--- src/rtl/frame_bit_timer_pkg.sv ---
// Shared types and helpers for the frame bit timer.
// Holds the FSM state encoding and the width helpers used to size the
// bit counter and the bit index.
package frame_bit_timer_pkg;

    typedef enum logic [1:0] {
        ST_IDLE = 2'd0,
        ST_BIT  = 2'd1,
        ST_GAP  = 2'd2
    } state_t;

    // Bits needed to hold values 0..n-1, never less than one bit.
    function automatic int width_of(input int n);
        return (n <= 2) ? 1 : $clog2(n);
    endfunction

    // Largest of three integers.
    function automatic int max3(input int a, input int b, input int c);
        int m;
        m = (a > b) ? a : b;
        return (m > c) ? m : c;
    endfunction

endpackage

--- src/rtl/frame_bit_timer_mod_counter.sv ---
// Modulo counter for the frame bit timer.
// Counts 0..last while enabled and wraps to 0 after last; clr has priority
// over en. The terminal value is an input so one counter can serve both the
// bit period and the inter-frame gap.
module mod_counter
    import frame_bit_timer_pkg::*;
#(
    parameter int WIDTH = 4
) (
    input  logic             clk,
    input  logic             rst_n,
    input  logic             clr,
    input  logic             en,
    input  logic [WIDTH-1:0] last,
    output logic [WIDTH-1:0] cnt,
    output logic             tc
);

    localparam logic [WIDTH-1:0] ONE = WIDTH'(1);

    logic [WIDTH-1:0] cnt_reg;

    // Count register: clear, wrap at the terminal value, otherwise increment.
    always_ff @(posedge clk or negedge rst_n) begin
        if (!rst_n) begin
            cnt_reg <= '0;
        end else if (clr) begin
            cnt_reg <= '0;
        end else if (en) begin
            if (cnt_reg == last) begin
                cnt_reg <= '0;
            end else begin
                cnt_reg <= cnt_reg + ONE;
            end
        end
    end

    assign cnt = cnt_reg;
    assign tc  = (cnt_reg == last);

endmodule

--- src/rtl/frame_bit_timer.sv ---
// Frame bit timer: on start, produces BITS_PER_FRAME bit periods of
// BIT_CYCLES cycles each, followed by IDLE_CYCLES gap cycles.
// Optional build macro FRAME_BIT_TIMER_AUTO_EN: once started, frames run
// back to back (no IDLE cycle between them) until abort.
// All outputs are decodes of registered state, index and count.
module frame_bit_timer
    import frame_bit_timer_pkg::*;
#(
    parameter int BIT_CYCLES     = 10,
    parameter int BITS_PER_FRAME = 2,
    parameter int IDLE_CYCLES    = 1
) (
    input  logic                                  clk,
    input  logic                                  rst_n,
    input  logic                                  start,
    input  logic                                  abort,
    output logic                                  en,
    output logic                                  bit_tick,
    output logic [width_of(BITS_PER_FRAME)-1:0]   bit_idx,
    output logic                                  busy,
    output logic                                  frame_done
);

    localparam int BW = width_of(BITS_PER_FRAME);
    localparam int CW = width_of(max3(BIT_CYCLES, IDLE_CYCLES, 2));

    localparam logic [CW-1:0] BIT_LAST = CW'(BIT_CYCLES - 1);
    localparam logic [CW-1:0] GAP_LAST = CW'((IDLE_CYCLES > 0) ? IDLE_CYCLES - 1 : 0);
    localparam logic [BW-1:0] IDX_LAST = BW'(BITS_PER_FRAME - 1);
    localparam logic [BW-1:0] IDX_ONE  = BW'(1);

`ifdef FRAME_BIT_TIMER_AUTO_EN
    localparam bit AUTO_EN = 1'b1;
`else
    localparam bit AUTO_EN = 1'b0;
`endif

    // Reject illegal configurations while elaborating.
    if (BIT_CYCLES < 2) begin : g_bad_bit_cycles
        $error("frame_bit_timer: BIT_CYCLES must be >= 2");
    end
    if (BITS_PER_FRAME < 1) begin : g_bad_bits_per_frame
        $error("frame_bit_timer: BITS_PER_FRAME must be >= 1");
    end
    if (IDLE_CYCLES < 0) begin : g_bad_idle_cycles
        $error("frame_bit_timer: IDLE_CYCLES must be >= 0");
    end

    state_t          state_reg;
    state_t          state_next;
    logic [BW-1:0]   bit_idx_reg;
    logic [BW-1:0]   bit_idx_next;

    logic [CW-1:0]   cnt;
    logic [CW-1:0]   cnt_last;
    logic            cnt_tc;
    logic            cnt_clr;
    logic            cnt_en;

    // The counter is held at zero in IDLE so a frame always begins at cnt=0;
    // entering GAP or moving to the next bit relies on its natural wrap.
    assign cnt_clr = abort || (state_reg == ST_IDLE);
    assign cnt_en  = (state_reg != ST_IDLE);

    // Terminal count depends on whether a bit period or the gap is running.
    always_comb begin
        cnt_last = BIT_LAST;
        if (state_reg == ST_GAP) begin
            cnt_last = GAP_LAST;
        end
    end

    mod_counter #(
        .WIDTH (CW)
    ) u_cnt (
        .clk   (clk),
        .rst_n (rst_n),
        .clr   (cnt_clr),
        .en    (cnt_en),
        .last  (cnt_last),
        .cnt   (cnt),
        .tc    (cnt_tc)
    );

    // State and bit index registers.
    always_ff @(posedge clk or negedge rst_n) begin
        if (!rst_n) begin
            state_reg   <= ST_IDLE;
            bit_idx_reg <= '0;
        end else begin
            state_reg   <= state_next;
            bit_idx_reg <= bit_idx_next;
        end
    end

    // Next-state and bit index logic; abort overrides everything.
    always_comb begin
        state_next   = state_reg;
        bit_idx_next = bit_idx_reg;
        if (abort) begin
            state_next   = ST_IDLE;
            bit_idx_next = '0;
        end else begin
            case (state_reg)
                ST_IDLE: begin
                    bit_idx_next = '0;
                    if (start) begin
                        state_next = ST_BIT;
                    end
                end
                ST_BIT: begin
                    if (cnt_tc) begin
                        if (bit_idx_reg != IDX_LAST) begin
                            bit_idx_next = bit_idx_reg + IDX_ONE;
                        end else if (IDLE_CYCLES > 0) begin
                            // Index is kept through the gap.
                            state_next = ST_GAP;
                        end else begin
                            bit_idx_next = '0;
                            state_next   = AUTO_EN ? ST_BIT : ST_IDLE;
                        end
                    end
                end
                ST_GAP: begin
                    if (cnt_tc) begin
                        bit_idx_next = '0;
                        state_next   = AUTO_EN ? ST_BIT : ST_IDLE;
                    end
                end
                default: begin
                    state_next   = ST_IDLE;
                    bit_idx_next = '0;
                end
            endcase
        end
    end

    // Output decodes of registered state, index and count only.
    always_comb begin
        en         = (state_reg == ST_BIT);
        busy       = (state_reg != ST_IDLE);
        bit_idx    = bit_idx_reg;
        bit_tick   = (state_reg == ST_BIT) && (cnt == BIT_LAST);
        frame_done = ((state_reg == ST_GAP) && (cnt == GAP_LAST)) ||
                     ((IDLE_CYCLES == 0) && (state_reg == ST_BIT) &&
                      (cnt == BIT_LAST) && (bit_idx_reg == IDX_LAST));
    end

endmodule

--- config.mk ---
export PLATFORM = sky130hd
export DESIGN_NAME = frame_bit_timer
export DESIGN_NICKNAME = d
export VERILOG_FILES = /design/src/rtl/frame_bit_timer_pkg.sv /design/src/rtl/frame_bit_timer_mod_counter.sv /design/src/rtl/frame_bit_timer.sv
export SDC_FILE = /design/constraint.sdc
export NUM_CORES = 1
export LEC_CHECK = 0
export ABC_AREA = 1
export CAP_MARGIN = 40
export CORE_AREA = 2 2 39 41
export CTS_CLUSTER_SIZE = 30
export DETAILED_ROUTE_END_ITERATION = 8
export DIE_AREA = 0 0 41 43
export PLACE_DENSITY = 0.72
export SLEW_MARGIN = 20
export SYNTH_ARGS = -nofsm -noshare
export SYNTH_HDL_FRONTEND = slang
export SYNTH_HIERARCHICAL = 1
export SYNTH_SLANG_ARGS = --single-unit
--- constraint.sdc ---
create_clock -name clk -period 2.7 [get_ports clk]
set_input_delay 0.54 -clock clk [delete_from_list [all_inputs] [get_ports clk]]
set_output_delay 0.54 -clock clk [all_outputs]
set_load 0.05 [all_outputs]
Yosys cells after proc, flatten, opt, wreduce, memory -nomap -nowiden:

Index checks and enable logic that the tools add are counted.

* equality and inequality tests: 8
* muxes and demuxes: 15
* reduce and logical (&&, ||, !) cells: 9
* $add $sub $neg: 2

Operators by type and width (count)
* $mux 4: 4
* $mux 2: 5
* $ne 3x2->1 const B: 2
* $ne 3x3->1 const B: 2
* $pmux 2 s3: 1
* $add 4x1->4 const B: 1
* $eq 4x4->1: 1
* $eq 4x4->1 const B: 1
* $logic_not 4->1: 1
* $mux 1: 4
* $reduce_and 4->1: 1
* $reduce_bool 2->1: 2
* $eq 2x1->1 const B: 1
* $eq 2x2->1 const B: 1
* $logic_and 1x1->1: 2
* $logic_not 2->1: 1
* $pmux 1 s2: 1
* $reduce_and 2->1: 1
* $add 1x1->1 const B: 1
* $logic_or 1x1->1: 1

* bits of input ports: 4
* register bits after elaboration: 7
* output and inout bits: 5
* word-level logic and storage cells: 37

Logic depth before layout (Yosys ltp):

* depth in word-level cells: 6
* mapped depth: 13
* mapped depth without buffers: 13

Hierarchy:

Netlist, hierarchy kept.

By module, submodules not included
* mod_counter: instances 1, sequential area each 100.1 um^2, cells each 45, area an instance 290.3 um^2
* frame_bit_timer: instances 1, sequential area each 75.1 um^2, cells each 34, area an instance 242.7 um^2

Least setup slack after synthesis:

OpenSTA, ideal clock, no wires.

* kind: reg-to-output
* start point: reg u_cnt.cnt_reg[1], in the netlist u_cnt/cnt[1]
* end point: out bit_tick
* slack: 0.464 ns
* buffers on the path: 0
* cell stages (with the launch flop): 3
* required time: 2.160 ns
* data arrival time: 1.696 ns
* cell sequence: dfrtp_1 or2_1 nor3_1

* cells in the longest elaborated chain, start to end: 2

RTL lines
* start, declared: line frame_bit_timer_mod_counter.sv:21 `logic [WIDTH-1:0] cnt_reg;`
* start signal, assigned: line frame_bit_timer_mod_counter.sv:33 `cnt_reg <= cnt_reg + ONE;`
* $eq 4x4->1: line frame_bit_timer.sv:143 `bit_tick = (state_reg == ST_BIT) && (cnt == BIT_LAST);`
* $logic_and 1x1->1: line frame_bit_timer.sv:143
* end, declared: line frame_bit_timer.sv:18 `output logic bit_tick,`

Every way passes these cells.

Final worst setup path:

* start point: reg state_reg[0]
* end point: out frame_done

* cells in the longest elaborated chain, start to end: 2

RTL lines
* start, declared: line frame_bit_timer.sv:49 `state_t state_reg;`
* start signal, assigned: line frame_bit_timer.sv:91 `state_reg <= state_next;`
* $eq 2x2->1: line frame_bit_timer.sv:144 `frame_done = ((state_reg == ST_GAP) && (cnt == GAP_LAST)) ||`
* $logic_and 1x1->1: line frame_bit_timer.sv:144
* end, declared: line frame_bit_timer.sv:21 `output logic frame_done`

Every way passes these cells.

==> results <==
==> cells by family (layout without fill, tap and decap cells) <==
group,after synthesis,after routing,synth area share
AO/OA/AOI/OAI,7,7,0.0657
XOR/XNOR,1,1,0.0164
adder cells (fa/ha/maj),1,1,0.0235
buffers and inverters,14,26,0.0986
flip-flops,7,7,0.329
other,1,4,0.00704
AND/OR/NAND/NOR,48,48,0.460
==> per-stage QoR <==
| step | instance area, µm² | util | std cells | total power [W] | hold slack (ns) |
|---|---|---|---|---|---|
| final | 671 | 0.485 | 110 | 0.000315 | 0.539 |
| after floorplan | 544 | - | 82 | 0.000197 | 0.244 |
| after global routing | 671 | 0.485 | 110 | 0.000340 | 0.571 |
| after CTS | 671 | 0.485 | 110 | 0.000322 | 0.541 |
| after global placement | 644 | 0.466 | 106 | 0.000225 | 0.515 |
| after detailed placement | 644 | 0.466 | 106 | 0.000226 | 0.530 |
==> worst max-delay path: stages (launching register included) <==
cell             delay (ns)
dfrtp_1                0.40
inv_2                  0.11
nand2_2                0.10
nor4_2                 0.22
clkdlybuf4s50_1        0.83
==> worst paths after layout <==
kind / from / end / slack (ns)
min in group asynchronous: rst_n / u_cnt/cnt[3] / 0.55
max in group asynchronous: rst_n / u_cnt/cnt[0] / 1.92
worst max register to register: state_reg[0] / state_reg[0] / 1.12
worst min-delay path: state_reg[0] / state_reg[0] / 0.54
worst min register to register: state_reg[0] / state_reg[0] / 0.54
worst max-delay path: state_reg[0] / frame_done / 0.24
==> power groups by stage <==
stage               Sequential, W   Clock, W  Combinational (W)
detailed placement       0.000122          0           0.000105
global route             0.000121   0.000105           0.000114
CTS                      0.000120  0.0000967           0.000105
finish                   0.000120  0.0000916           0.000104
floorplan                0.000120          0          0.0000771
global placement         0.000121          0           0.000104
==> synthesized netlist by cell type <==
cell type / number
nand2_1: 22
inv_1: 12
dfrtp_1: 7
nor2_1: 7
nand2_2: 5
o21ai_1: 4
a21oi_1: 3
nand3_1: 3
nand3_2: 3
inv_2: 2
nand4_1: 2
nor2_2: 2
conb_1: 1
ha_1: 1
nand2_4: 1
nor3_1: 1
nor4_2: 1
or2_1: 1
xor2_1: 1
==> metal layers <==
layer  share of wire  up-vias  wire (µm)  track usage
met2            0.49        7        467        0.203
met4          0.0095        0          9        0.120
li1                -      271          -            -
met1            0.47      230        452        0.170
met5               0        -          0            0
met3           0.024        2         23       0.0157
==> cells in the final DEF, fill, tap and decap left out <==
master and count:
conb_1 4, o21ai_1 4, nand2_1 22, inv_1 12
a21oi_1 3, clkdlybuf4s50_1 8, clkbuf_1 1, nand3_2 3
ha_1 1, nor4_2 1, nand3_1 3, nor2_1 7
nand4_1 2, or2_1 1, nand2_2 5, nor2_2 2
nor3_1 1, inv_2 2, dfrtp_1 7, xor2_1 1
clkbuf_4 3, nand2_4 1
==> cell type report <==
type / instances / area [µm²] / share of cell area
multi-input cells: 61 / 317 / 0.472
flip-flops and latches: 7 / 175 / 0.261
repair buffers: 8 / 80.1 / 0.119
inverters: 14 / 52.6 / 0.0784
clock buffers: 4 / 26.3 / 0.0392
well taps: 16 / 20.0 / 0.0299
==> flow_metrics.py <==
metrics = {
    "floorplanning": {
        "start_util": 0.385,
        "rows": 14,
        "dieArea_mm2": 0.00176,
        "core_area_mm2": 0.00138,
        "die_w_um": 41,
        "ios": 9,
        "die_h_um": 43,
    },
    "sta": {
        "period_share": 0.910,
        "hold_viol": 0,
        "finalClockSkew_ns": 0.00392,
        "tns_ns": 0,
        "slew_viol_final": 0,
        "rsz0062_at_grt": "no",
        "fin_crit_ns": 2.46,
        "worst_slack_ns": 0.244,
        "setup_viol": 0,
        "max_freq_mhz": 407,
    },
    "placement": {
        "gp_congestion": 0.755,
        "dp_hpwl_um": 816,
        "post-place-ws_ns": 0.499,
        "io_buffers": 8,
    },
    "clock_tree": {
        "cts_buffers": 3,
        "clk_pin_slew_worst_paths_ns": 0.05,
        "clockBufferDepth": 2,
        "cts_resized": 0,
        "cts_setup_buffers": 0,
        "clock_latency_ns": 0.25,
        "holdBufCountCts": 0,
        "cts_tree": "yes",
        "htreeDepth": 1,
        "clock-sinks": 7,
        "cts-root-buf": "clkbuf_4",
    },
    "worst_hold_path": {
        "holdPathStages": 2,
        "min_path_type": "flip-flop to flip-flop",
    },
    "layout": {
        "filler_cell_count": 146,
        "areaGrowthSynthToFinish_pct": 25.8,
        "largest_reg_flops": 4,
        "antenna_cells": 0,
        "nNetsFinal": 100,
        "layout-drive-gt1-share": 0.181,
    },
    "global_routing": {
        "grt-ovfl-total": 0,
        "grt_pass1_wl_um": 1630,
        "grtUsageTotal": 0.139,
        "grt_max_degree": 9,
        "antenna_found_initial": 0,
        "grt_pass1_vias": 431,
    },
    "routing": {
        "detailroute.via_count": 510,
        "wirelength_um": 952,
        "drtIter0Drc": 2,
        "drt_pass1_iterations": 4,
        "routed_via_density": 4.64,
        "wl_per_cell_um": 8.65,
        "drc_errors": 0,
        "antenna_left": 0,
    },
    "logic_synthesis": {
        "synth_cells": 79,
        "syn-cell-area_um2": 533,
        "synth.area.top_cells": "dfrtp_1, nand2_1, inv_1, nand2_2, nand3_2",
        "synth.top_cell.area_share": 0.329,
        "yosysTopAreaCell": "dfrtp_1",
        "synth_seq_cells": 7,
        "syn_area_per_cell_um2": 6.75,
        "ys_seq_area_frac": 0.329,
        "ys_types": 19,
        "yosys_warnings": 6,
    },
    "power": {
        "power_density_mw_per_mm2": 470,
        "netSwitchingPower_w": 0.000113,
        "pwr-share-clk": 0.290,
        "seqPwrFrac": 0.380,
        "combinationalPowerShare": 0.329,
        "power.share.switching": 0.358,
        "ir_drop_uv": 210,
        "power_leakage_nw": 0.339,
        "power.internal_w": 0.000202,
    },
    "outcome": {
        "status": "finished clean",
    },
    "worst_setup_path": {
        "start_kind": "flip-flop",
        "critPathArrivalTime_ns": 1.92,
        "worstPathRequired_ns": 2.16,
        "path_max_fanout": 6,
        "r2r_cells": 12,
        "critical_path.endpoint_type": "primary output",
        "crit_type": "flip-flop to primary output",
    },
    "flow_run": {
        "cap_violations": 0,
    },
}
Note: power is estimated with default switching activity, not from simulation.
